<file path="config.mk">
export PLATFORM = sky130hd
export DESIGN_NAME = pipeline_hazard_ctrl
export DESIGN_NICKNAME = d
export VERILOG_FILES = /design/src/rtl/pipeline_hazard_ctrl.sv
export SDC_FILE = /design/constraint.sdc
export NUM_CORES = 1
export LEC_CHECK = 0
export BUFFER_PORTS_ARGS = -buffer_cell sky130_fd_sc_hd__buf_2
export CAP_MARGIN = 20
export CORE_MARGIN = 10
export CORE_UTILIZATION = 57
export CTS_BUF_LIST = sky130_fd_sc_hd__clkbuf_2 sky130_fd_sc_hd__clkbuf_4 sky130_fd_sc_hd__clkbuf_8
export DETAILED_ROUTE_END_ITERATION = 8
export PLACE_DENSITY_LB_ADDON = 0.25
export SYNTH_ARGS = -nofsm -noshare
export SYNTH_HDL_FRONTEND = slang
export SYNTH_SLANG_ARGS = --single-unit
</file>
<file path="constraint.sdc">
create_clock -name CLK -period 4.64 [get_ports CLK]
set_clock_uncertainty 0.05 [all_clocks]
set_input_delay 0.464 -clock CLK [delete_from_list [all_inputs] [get_ports CLK]]
set_output_delay 0.464 -clock CLK [all_outputs]
set_load 0.1 [all_outputs]
</file>
<file path="src/rtl/pipeline_hazard_ctrl.sv">
// Stall/flush/forwarding controller for the 5-stage OTTER pipeline.
// Handles load-use, taken branches and data-memory wait states, with perf counters.
module pipeline_hazard_ctrl #(
    parameter int MEM_TIMEOUT = 16,
    parameter int CNT_W       = 32
) (
    input  logic             CLK,
    input  logic             RST_N,
    input  logic [4:0]       rs1_addr_D,
    input  logic [4:0]       rs2_addr_D,
    input  logic             rs1_used_D,
    input  logic             rs2_used_D,
    input  logic [4:0]       rs1_addr_E,
    input  logic [4:0]       rs2_addr_E,
    input  logic [4:0]       rd_addr_E,
    input  logic [4:0]       rd_addr_M,
    input  logic [4:0]       rd_addr_W,
    input  logic             regWrite_E,
    input  logic             regWrite_M,
    input  logic             regWrite_W,
    input  logic             memRead2_E,
    input  logic             pc_sel_taken_E,
    input  logic             mem_req_M,
    input  logic             mem_ready,
    output logic             stall_F,
    output logic             stall_D,
    output logic             stall_E,
    output logic             stall_M,
    output logic             flush_D,
    output logic             flush_E,
    output logic             flush_W,
    output logic [1:0]       fwd_a_sel,
    output logic [1:0]       fwd_b_sel,
    output logic             mem_err,
    output logic [CNT_W-1:0] stall_cnt,
    output logic [CNT_W-1:0] flush_cnt
);

    typedef enum logic [1:0] {RUN, MEM_WAIT, ERR} state_t;
    localparam int WC_W = $clog2(MEM_TIMEOUT + 1);

    state_t          state;
    logic            pend_flush;
    logic [WC_W-1:0] wait_cnt;
    logic            memwait, loaduse;
    logic            s_f, s_d, s_e, s_m, f_d, f_e, f_w;
    logic [1:0]      fa, fb;

    assign memwait = mem_req_M & ~mem_ready;
    assign loaduse = memRead2_E & (rd_addr_E != 5'd0) &
                     ((rs1_used_D & (rs1_addr_D == rd_addr_E)) |
                      (rs2_used_D & (rs2_addr_D == rd_addr_E)));

    function automatic logic [1:0] fwd_sel(input logic [4:0] rs);
        if (regWrite_M && rd_addr_M != 5'd0 && rd_addr_M == rs)
            return 2'b01;
        else if (regWrite_W && rd_addr_W != 5'd0 && rd_addr_W == rs)
            return 2'b10;
        else
            return 2'b00;
    endfunction

    always_comb begin
        {s_f, s_d, s_e, s_m, f_d, f_e, f_w} = '0;
        fa = fwd_sel(rs1_addr_E);
        fb = fwd_sel(rs2_addr_E);
        case (state)
            RUN, MEM_WAIT: begin
                if (memwait) begin
                    {s_f, s_d, s_e, s_m, f_w} = '1;
                end else if (pc_sel_taken_E || (state == MEM_WAIT && pend_flush)) begin
                    // taken redirect kills the decode instruction, so any load-use is moot
                    {f_d, f_e} = '1;
                end else if (loaduse) begin
                    {s_f, s_d, f_e} = '1;
                end
            end
            default: {s_f, s_d, s_e, s_m, f_w} = '1;
        endcase
    end

    // Outputs are forced low for the whole time reset is held.
    assign {stall_F, stall_D, stall_E, stall_M} = RST_N ? {s_f, s_d, s_e, s_m} : 4'b0;
    assign {flush_D, flush_E, flush_W}          = RST_N ? {f_d, f_e, f_w} : 3'b0;
    assign fwd_a_sel = RST_N ? fa : 2'b00;
    assign fwd_b_sel = RST_N ? fb : 2'b00;

    always_ff @(posedge CLK or negedge RST_N) begin
        if (!RST_N) begin
            state      <= RUN;
            pend_flush <= 1'b0;
            wait_cnt   <= '0;
            mem_err    <= 1'b0;
            stall_cnt  <= '0;
            flush_cnt  <= '0;
        end else begin
            stall_cnt <= stall_cnt + CNT_W'(stall_F);
            flush_cnt <= flush_cnt + CNT_W'(flush_D);
            case (state)
                RUN: begin
                    if (memwait) begin
                        state    <= MEM_WAIT;
                        wait_cnt <= WC_W'(1);
                        if (pc_sel_taken_E) pend_flush <= 1'b1;
                    end
                end
                MEM_WAIT: begin
                    if (memwait) begin
                        if (pc_sel_taken_E) pend_flush <= 1'b1;
                        if (wait_cnt >= WC_W'(MEM_TIMEOUT - 1)) begin
                            state   <= ERR;
                            mem_err <= 1'b1;
                        end else begin
                            wait_cnt <= wait_cnt + WC_W'(1);
                        end
                    end else begin
                        state      <= RUN;
                        pend_flush <= 1'b0;
                        wait_cnt   <= '0;
                    end
                end
                default: state <= ERR;
            endcase
        end
    end

endmodule

</file>
==> flow_metrics.py <==
metrics = {
    "power": {
        "power.density_nw_per_um2": 380,
        "cellLeakagePower_nw": 2.46,
        "peakVddDrop_mv": 0.891,
    },
    "clocking": {
        "tritoncts_clock_tree": "yes",
        "cts.htree.levels": 3,
        "clock-root-buffer": "sky130_fd_sc_hd__clkbuf_8",
        "clkLatencyLatePin_ps": 340,
        "cts-buffers-inserted": 9,
        "clock_tree.buffer_depth": 2,
        "cts_resized": 0,
        "path_clk_slew_ps": 70,
        "cts_setup_buffers": 0,
        "cts_sinks": 73,
    },
    "run": {
        "maxCapViolCount": 0,
    },
    "synth": {
        "syn-instance-count": 345,
        "dominant_cell_by_count_in_the_synthesized_netlist": "sky130_fd_sc_hd__dfrtp_1",
        "synthDominantAreaCellType": "sky130_fd_sc_hd__dfrtp_1",
        "async_set_or_reset_flop_fraction_in_the_synthesized_netlist_pct": 100,
        "mappedNetlistArea_sq_um": 3760,
        "synth_enable_flop_cells": 0,
        "synth_fp_nets": 397,
        "synth.top_cells.by_area": "sky130_fd_sc_hd__dfrtp_1, sky130_fd_sc_hd__xnor2_1, sky130_fd_sc_hd__xor2_1, sky130_fd_sc_hd__nand3_1, sky130_fd_sc_hd__nor4_4",
        "yosys.cell_types.count": 38,
        "synthesis_warning_total": 0,
        "synth-seq-cells": 73,
        "synth_area_per_cell_sq_um": 10.9,
        "ys_seq_area_share_pct": 48.5,
        "synth.top_cells.by_count": "sky130_fd_sc_hd__dfrtp_1, sky130_fd_sc_hd__xnor2_1, sky130_fd_sc_hd__nand3_1",
        "yosysTopAreaCellShare_pct": 48.5,
        "synth_top_flop_cell": "sky130_fd_sc_hd__dfrtp_1",
    },
    "layout": {
        "drive_above_1_share_pct": 31.4,
        "synthToLayoutAreaGrowth_pct": 23.9,
        "n_fill_cell": 490,
        "net_total_in_the_final_layout": 524,
        "num_antenna_cells": 0,
    },
    "grt": {
        "grt_overflow_total": 0,
        "wire_length_of_the_first_global_routing_pass_um": 14400,
        "grt_pass1_vias": 3011,
        "pin_count_of_the_biggest_net_entering_global_routing": 75,
        "grt_util_all_layers_pct": 16.8,
        "antenna_found_initial": 0,
    },
    "floorplan": {
        "floorplan.io_pins": 122,
        "design.die.area_sq_um": 10300,
        "rows": 29,
        "floorplan.initialDensity_pct": 58.9,
        "die_y_um": 101,
        "fp.dieW_um": 101,
        "core_sq_um": 6390,
    },
    "critical_path": {
        "crit_arrival_ps": 2550,
        "cp-start-kind": "input pin",
        "setup.worst_path.end_class": "output pin",
        "timing.setup.critical_path_class": "input pin to output pin",
        "path_max_fanout": 74,
        "worst_ep_required_time_ps": 4130,
    },
    "routing": {
        "wirelength_um": 8870,
        "detailedRoute.firstIterationViolations": 116,
        "dr_total_vias": 3058,
        "drt_pass1_iterations": 4,
        "route.detailed.drc": 0,
        "ant_nets": 0,
        "viasPerCell": 5.52,
        "drt-wirelength-per-cell_um": 16.0,
    },
    "place": {
        "post-dp-hpwl_um": 6890,
        "place.gp.congestion": 0.844,
        "preCtsSetupSlack_ps": 1440,
        "placement.io_buffers": 120,
    },
    "sta": {
        "setup_viol_count_final": 0,
        "achievable-frequency_ghz": 0.326,
        "min_period_ps": 3070,
        "timing.final.crit_share_pct": 66.1,
        "actual_transition_at_the_worst_max_transition_pin_ps": 905,
        "max-slew-margin-rel_pct": 39.6,
        "rsz0062_at_grt": "no",
        "final-hold-violation-count": 0,
        "tns_ps": 0,
        "final_critical_path_setup_slack_ps": 1570,
        "final-max-slew-violation-count": 0,
    },
    "worst_hold_path": {
        "min_delay_path_class": "input pin to flop",
    },
    "run_status": {
        "outcome": "finished clean",
    },
}
[layout by cell type, fill, tap and decap left out, types with 2 or more instances in the layout]
cell / count
sky130_fd_sc_hd__buf_2: 119
sky130_fd_sc_hd__dfrtp_1: 73
sky130_fd_sc_hd__xnor2_1: 54
sky130_fd_sc_hd__nand3_1: 37
sky130_fd_sc_hd__xor2_1: 36
sky130_fd_sc_hd__nand2_1: 25
sky130_fd_sc_hd__and3_1: 13
sky130_fd_sc_hd__nand4_1: 13
sky130_fd_sc_hd__nor2_1: 11
sky130_fd_sc_hd__and4_1: 9
sky130_fd_sc_hd__clkbuf_8: 9
sky130_fd_sc_hd__o21ai_0: 8
sky130_fd_sc_hd__inv_1: 7
sky130_fd_sc_hd__ha_1: 6
sky130_fd_sc_hd__a21oi_1: 5
sky130_fd_sc_hd__nor4_4: 5
sky130_fd_sc_hd__or4_1: 5
sky130_fd_sc_hd__nor4_1: 4
sky130_fd_sc_hd__nor3_1: 3
sky130_fd_sc_hd__and2_1: 3
sky130_fd_sc_hd__nor2b_1: 2
sky130_fd_sc_hd__nor4_2: 2
sky130_fd_sc_hd__a31o_2: 2
sky130_fd_sc_hd__o22ai_1: 2
sky130_fd_sc_hd__clkinv_4: 2
sky130_fd_sc_hd__inv_6: 2
sky130_fd_sc_hd__buf_4: 2
[area by class of cell]
cell class | instances | area (sq um) | share of cell area [%]
clock buffer | 9 | 124 | 2.66
sequential | 73 | 1830 | 39.2
clock inverter | 7 | 77.6 | 1.66
tap | 77 | 96.3 | 2.07
timing repair buffer | 122 | 621 | 13.3
inverter | 7 | 26.3 | 0.563
multi-input combinational | 259 | 1890 | 40.6
[per-stage QoR]
stage	power, W	util, %	area (sq um)	instances	hold WS (ps)
after floorplan	0.00116	-	3780	345	118
after global placement	0.00127	69.7	4450	537	228
after detailed placement	0.00128	69.7	4450	537	230
after CTS	0.00179	73.0	4660	554	364
after global routing	0.00184	73.0	4660	554	400
final	0.00177	73.0	4660	554	388
[repair_timing]
action / in CTS / in global routing
setup endpoints to repair: 0 / 0
endpoints found under the hold margin: 1 / 0
hold buffers: 1 / 0
[metal layers]
layer | wire length, um | vias up | GRT usage [%]
met5 | 0 | - | 0
met4 | 83 | 0 | 5.25
met3 | 642 | 11 | 4.42
met2 | 4410 | 78 | 28.2
met1 | 3730 | 1489 | 20.7
li1 | - | 1480 | -
[power breakdown]
group          internal, W  total [W]  switching, W
clock             0.000253   0.000501      0.000248
combinational    0.0000908   0.000528      0.000438
sequential        0.000682   0.000742     0.0000599
total              0.00103    0.00177      0.000745
[flip-flops by register name (all words and copies together) (netlist names)]
name        count
pend_flush      1
state           2
stall_cnt      32
wait_cnt        5
mem_err         1
flush_cnt      32
[path summary, 6_finish.rpt]
path | start | end | slack (ps) | depth (start not counted)
setup / recovery | RST_N | fwd_a_sel[0] | 1570 | 5
hold / removal | pc_sel_taken_E | pend_flush$_DFFE_PN0P_ | 390 | 3
setup reg to reg | state[1]$_DFFE_PN0P_ | stall_cnt[28]$_DFF_PN0_ | 1760 | 10
hold reg to reg | flush_cnt[31]$_DFF_PN0_ | flush_cnt[31]$_DFF_PN0_ | 420 | 1
max in group asynchronous | RST_N | flush_cnt[9]$_DFF_PN0_ | 3040 | 3
min in group asynchronous | RST_N | pend_flush$_DFFE_PN0P_ | 420 | 2
[worst max-delay path, cell delays in order]
cell	delay, ps
sky130_fd_sc_hd__dlygate4sd3_1	520
sky130_fd_sc_hd__buf_4	150
sky130_fd_sc_hd__buf_4	720
sky130_fd_sc_hd__and2_1	240
sky130_fd_sc_hd__buf_2	430
[logic make-up after synthesis]
logic type | after synthesis | synth area share [%]
AO/OA/AOI/OAI | 25 | 4.16
XOR/XNOR | 90 | 20.9
adder cells (fa/ha/maj) | 6 | 1.99
buffers and inverters | 13 | 1.63
flip-flops | 73 | 48.5
multiplexers | 1 | 0.266
AND/OR/NAND/NOR | 137 | 22.5
Power figures use the tool's default switching activity.
